$ cat src/rtl/xsleena_pkg.sv
// Shared types and constants for the background-layer ROM fetch path.
// Latency and backpressure are defined by the modules that import this package.
package xsleena_pkg;
  localparam int ROM_AW = 17;
  localparam int ROM_DW = 16;
  localparam int SD_AW_DEF = 22;
  localparam logic [SD_AW_DEF-1:0] B1_BASE_DEF = 22'h000000;
  localparam logic [SD_AW_DEF-1:0] B2_BASE_DEF = 22'h020000;

  typedef enum logic [1:0] {IDLE, READ, DONE} fetch_state_t;
  typedef enum logic {CH_B1 = 1'b0, CH_B2 = 1'b1} chan_t;
endpackage

$ cat src/rtl/xsleena_rom_req_chan.sv
// One layer's request capture, pending slot, last-fetch tag filter and data/valid register.
// Tag hit: valid 1 clk after req. Miss: waits for grant/fill; a newer req overwrites the pending one.
module xsleena_rom_req_chan
  import xsleena_pkg::*;
(
  input  logic              clk,
  input  logic              RESETn,
  input  logic              req,
  input  logic [ROM_AW-1:0] addr,
  input  logic              grant,
  input  logic              fill,
  input  logic [ROM_AW-1:0] fill_tag,
  input  logic [ROM_DW-1:0] fill_dat,
  output logic              pend,
  output logic [ROM_AW-1:0] pend_addr,
  output logic [ROM_DW-1:0] data,
  output logic              valid
);
  logic [ROM_AW-1:0] tag;
  logic              tag_valid;
  logic              hit;

  // Only the committed tag is consulted, so a repeat of an in-flight address still misses.
  assign hit = tag_valid && (addr == tag);

  always_ff @(posedge clk) begin
    if (!RESETn) begin
      pend      <= 1'b0;
      pend_addr <= '0;
      tag       <= '0;
      tag_valid <= 1'b0;
      data      <= 16'hFFFF;
      valid     <= 1'b0;
    end else begin
      valid <= fill || (req && hit);
      if (req && !hit) begin
        pend      <= 1'b1;
        pend_addr <= addr;
      end else if (grant) begin
        pend <= 1'b0;
      end
      if (fill) begin
        data      <= fill_dat;
        tag       <= fill_tag;
        tag_valid <= 1'b1;
      end
    end
  end
endmodule

$ cat src/rtl/xsleena_bg_rom_fetch.sv
// Arbitrates BACK1/BACK2 tile ROM fetches onto one SDRAM read port, round-robin, BACK2 first after reset.
// Miss: sd_rd 1 clk after capture, data/valid 1 clk after sd_ack; sd_rd held until sd_ack, then low >=1 clk.
module xsleena_bg_rom_fetch
  import xsleena_pkg::*;
#(
  parameter int                B_SD_AW_UNUSED = 0,
  parameter int                SD_AW   = SD_AW_DEF,
  parameter logic [SD_AW-1:0]  B1_BASE = B1_BASE_DEF,
  parameter logic [SD_AW-1:0]  B2_BASE = B2_BASE_DEF
) (
  input  logic              clk,
  input  logic              RESETn,
  input  logic              b1_req,
  input  logic [ROM_AW-1:0] b1_addr,
  output logic [ROM_DW-1:0] b1_data,
  output logic              b1_valid,
  input  logic              b2_req,
  input  logic [ROM_AW-1:0] b2_addr,
  output logic [ROM_DW-1:0] b2_data,
  output logic              b2_valid,
  output logic [SD_AW-1:0]  sd_addr,
  output logic              sd_rd,
  input  logic              sd_ack,
  input  logic [ROM_DW-1:0] sd_dout
);
  fetch_state_t      state_q, state_d;
  chan_t             sel_q, sel_d, last_q, last_d, pick;
  logic [SD_AW-1:0]  sd_addr_q, sd_addr_d;
  logic              sd_rd_q, sd_rd_d;
  logic [ROM_AW-1:0] cur_addr_q, cur_addr_d;
  logic              pend1, pend2, grant1, grant2, fill1, fill2;
  logic [ROM_AW-1:0] pend_addr1, pend_addr2;

  xsleena_rom_req_chan u_b1 (
    .clk(clk), .RESETn(RESETn), .req(b1_req), .addr(b1_addr),
    .grant(grant1), .fill(fill1), .fill_tag(cur_addr_q), .fill_dat(sd_dout),
    .pend(pend1), .pend_addr(pend_addr1), .data(b1_data), .valid(b1_valid)
  );

  xsleena_rom_req_chan u_b2 (
    .clk(clk), .RESETn(RESETn), .req(b2_req), .addr(b2_addr),
    .grant(grant2), .fill(fill2), .fill_tag(cur_addr_q), .fill_dat(sd_dout),
    .pend(pend2), .pend_addr(pend_addr2), .data(b2_data), .valid(b2_valid)
  );

  always_ff @(posedge clk) begin
    if (!RESETn) begin
      state_q    <= IDLE;
      sel_q      <= CH_B2;
      last_q     <= CH_B1;
      sd_addr_q  <= '0;
      sd_rd_q    <= 1'b0;
      cur_addr_q <= '0;
    end else begin
      state_q    <= state_d;
      sel_q      <= sel_d;
      last_q     <= last_d;
      sd_addr_q  <= sd_addr_d;
      sd_rd_q    <= sd_rd_d;
      cur_addr_q <= cur_addr_d;
    end
  end

  always_comb begin
    state_d    = state_q;
    sel_d      = sel_q;
    last_d     = last_q;
    sd_addr_d  = sd_addr_q;
    sd_rd_d    = sd_rd_q;
    cur_addr_d = cur_addr_q;
    pick       = CH_B2;
    grant1     = 1'b0;
    grant2     = 1'b0;
    fill1      = 1'b0;
    fill2      = 1'b0;
    case (state_q)
      IDLE: begin
        if (pend1 || pend2) begin
          if (pend1 && pend2) pick = (last_q == CH_B1) ? CH_B2 : CH_B1;
          else                pick = pend2 ? CH_B2 : CH_B1;
          sel_d   = pick;
          last_d  = pick;
          sd_rd_d = 1'b1;
          state_d = READ;
          if (pick == CH_B2) begin
            cur_addr_d = pend_addr2;
            sd_addr_d  = B2_BASE + {{(SD_AW-ROM_AW){1'b0}}, pend_addr2};
            grant2     = 1'b1;
          end else begin
            cur_addr_d = pend_addr1;
            sd_addr_d  = B1_BASE + {{(SD_AW-ROM_AW){1'b0}}, pend_addr1};
            grant1     = 1'b1;
          end
        end
      end
      READ: begin
        if (sd_ack) begin
          fill1   = (sel_q == CH_B1);
          fill2   = (sel_q == CH_B2);
          sd_rd_d = 1'b0;
          state_d = DONE;
        end
      end
      DONE:    state_d = IDLE;
      default: state_d = IDLE;
    endcase
  end

  assign sd_addr = sd_addr_q;
  assign sd_rd   = sd_rd_q;
endmodule
$ cat config.mk
export PLATFORM = sky130hd
export DESIGN_NAME = xsleena_bg_rom_fetch
export DESIGN_NICKNAME = d
export VERILOG_FILES = /design/src/rtl/xsleena_pkg.sv /design/src/rtl/xsleena_rom_req_chan.sv /design/src/rtl/xsleena_bg_rom_fetch.sv
export SDC_FILE = /design/constraint.sdc
export NUM_CORES = 1
export LEC_CHECK = 0
export ABC_AREA = 1
export CORE_MARGIN = 2
export CORE_UTILIZATION = 55
export DETAILED_ROUTE_END_ITERATION = 7
export DONT_BUFFER_PORTS = 1
export PLACE_DENSITY = 0.75
export SYNTH_ARGS = -nofsm -noshare
export SYNTH_HDL_FRONTEND = slang
export SYNTH_SLANG_ARGS = --single-unit
$ cat constraint.sdc
create_clock -name clk -period 4.43 [get_ports clk]
set_clock_uncertainty 0.1 [all_clocks]
set_input_delay 0.886 -clock clk [delete_from_list [all_inputs] [get_ports clk]]
set_output_delay 0.886 -clock clk [all_outputs]
set_load 0.01 [all_outputs]
==> results_dict.tcl <==
set metrics [dict create \
    status "completed" \
    gr-usage-met2 0.440 \
    cts_buffers 17 \
    pwr_density_cell_nw_per_um2 481 \
    p_clk_frac 0.467 \
    finalCritPeriodShare 0.499 \
    crit_chain "inv_1 > nor2_1 > nand2_1 > nor2_4 > inv_2 > o21ai_0 > a21oi_1" \
    synth_top_area_cell "dfxtp_1" \
    tightest_slew_ps 866 \
    p_comb_frac 0.076 \
    setup_viol 0 \
    syn_avg_cell_area_um2 7.17 \
    synthFlopType "dfxtp_1" \
    grt_start_max_net_pins 120 \
    die_x_um 104 \
    rows 36 \
    tns_ps 0 \
    synthArstFlopShare 0 \
    clk_path_buf_depth 2 \
    die-area_um2 10900 \
    numPortBuffers 0 \
    maxSlewHeadroom 0.423 \
    cts_resized 0 \
    final_common_cell "nand2_1" \
    synth_area_leaders "dfxtp_1 46%, nand2_1 15%, a21oi_1 6.0%, nand3_1 5.3%, nor2_1 5.0%" \
    fill_cells 895 \
    htreeDepth 4 \
    met1_usage 0.285 \
    multi_input_area_um2 2420 \
    power_leakage_nw 2.68 \
    wl_per_cell_um 15.1 \
    final_nets 798 \
    die_y_um 104 \
    drc 0 \
    syn_area_um2 5520 \
    grt_pass1_vias 4636 \
    seqCellArea_um2 2560 \
    cpMaxStageDelayCell "nor2_4" \
    core-area_um2 9770 \
    cp-start-kind "flip-flop" \
    grt_pass1_wl_mm 21.9 \
    yosysWarnings 0 \
    yosysUniqueCellTypes 26 \
    grt-ovfl-total 0 \
    dr.first_iter.drc_count 216 \
    ir_worst_vdd_v 0.000301 \
    period_needed_ps 2210 \
    p_seq_frac 0.458 \
    initial_core_util 0.565 \
    clk_pin_slew_ps 60 \
    clkLatencyLatePin_ps 530 \
    cp.required_ps 4720 \
    switching_share 0.273 \
    synth_edf_count 0 \
    path_max_fanout 46 \
    n_antenna_cell 0 \
    crit_path_max_incr_delay_ps 460 \
    syn_to_final_growth_pct 8.43 \
    rsz0062_at_grt "false" \
    drive_gt1_frac 0.0913 \
    final_cell_mix "218 x nand2_1, 128 x dfxtp_1, 73 x nor2_1, 66 x a21oi_1, 59 x nand3_1" \
    cts-root-buf "clkbuf_8" \
    place.gp.congestion 0.806 \
    synth_top_cell_area_share 0.464 \
    ant_nets 0 \
    cts_hold_buffers 0 \
    finish.utilization 0.613 \
    grt_busiest_layer "met2" \
    use_met3 0.0808 \
    ys_seq_elements 128 \
    min-delay-path-class "input pin to flip-flop" \
    slew_viol_final 0 \
    finalHoldViolCount 0 \
    antenna_found_initial 0 \
    ios 112 \
    p_int_mw 2.09 \
    crit_arrival_ps 2500 \
    detailed_place_hpwl_mm 8.93 \
    numClockSinks 128 \
    power_switching_mw 0.787 \
    fmax_ghz 0.453 \
    cts_post_setup_buffers_inserted 0 \
    grt_usage 0.250 \
    ys_seq_area_frac 0.464 \
    syn_inst 770 \
    crit_type "flip-flop to flip-flop" \
    viasPerCell 5.42 \
    drt-total-wl_mm 13.4 \
    vias 4818 \
    cts_tree "yes" \
    drv_cap 0 \
    endpoint_kind "flip-flop" \
    drt-pass1-iter-count 5 \
]
-- synthesized netlist by cell type (7+ instances only) --
master / number
dfxtp_1: 128
a31oi_1: 17
nand3_1: 59
nand2_1: 218
nand3_2: 12
inv_2: 12
inv_1: 56
o21ai_0: 53
a21oi_1: 66
nor2_1: 73
buf_6: 7
xnor2_1: 7
clkbuf_1: 21
buf_2: 10
-- stage by stage --
step | instance area [um2] | power [mW] | hold slack, ps | setup slack (ps) | std cells
floorplan | 5540 | 1.52 | 334 | 2480 | 773
global placement | 5410 | 1.55 | 344 | 2030 | 857
detailed placement | 5410 | 1.56 | 350 | 1860 | 857
CTS | 5990 | 2.89 | 335 | 2200 | 889
global route | 5990 | 2.99 | 331 | 1920 | 889
finish | 5990 | 2.88 | 343 | 2220 | 889
-- path summary, 6_finish.rpt --
path	from	cells after the start	to	slack (ps)
worst max-delay path	state_q[0]	7	u_b1.tag[13]	2220
worst min-delay path	RESETn	1	u_b1.data[15]	340
worst max register to register	state_q[0]	7	u_b1.tag[13]	2220
worst min register to register	u_b1.tag[10]	2	u_b1.tag[10]	360
-- power by group through the flow --
stage | combinational [mW] | sequential [mW] | clock (mW)
final | 0.218 | 1.32 | 1.34
after global routing | 0.257 | 1.33 | 1.41
after global placement | 0.204 | 1.34 | 0
after floorplan | 0.213 | 1.31 | 0
after CTS | 0.219 | 1.32 | 1.35
after detailed placement | 0.217 | 1.34 | 0
-- critical path: cells and delay by family (launching register included) --
| kind | cells | cell delay (ps) |
|---|---|---|
| compound gates | 2 | 360 |
| flops | 1 | 320 |
| simple gates | 3 | 770 |
| buf+inv | 2 | 500 |
-- routing by layer --
metal	part of all wire	wire (um)
met2	0.51	6860
met3	0.075	1010
met4	0.012	163
met1	0.40	5350
met5	0	0
-- area by class of cell --
class | instances | share of cell area
Tap cell | 133 | 0.0278
Multi-Input combinational cell | 526 | 0.404
Clock inverter | 14 | 0.0247
Clock buffer | 18 | 0.0714
Timing Repair Buffer | 1 | 0.00125
Inverter | 69 | 0.0432
Sequential cell | 128 | 0.428
-- registers in the layout, summed over array words and instances, names as in the netlist --
register	flops
cur_addr_q	16
u_b2.pend	1
u_b2.data	16
u_b2.tag_valid	1
sd_addr	2
u_b1.valid	1
u_b2.valid	1
u_b1.tag_valid	1
u_b2.pend_addr	17
sel_q	1
u_b1.data	16
u_b1.tag	17
state_q	2
u_b1.pend	1
sd_rd	1
u_b1.pend_addr	17
u_b2.tag	17
-- kinds of logic after synthesis --
kind of cell / count (synthesis) / share of synthesized area
other cells: 1 / 0.000679
flops: 128 / 0.464
compound gates: 140 / 0.131
buf+inv: 119 / 0.100
simple gates: 375 / 0.293
xor+xnor: 7 / 0.0111
Power figures use the tool's default switching activity.
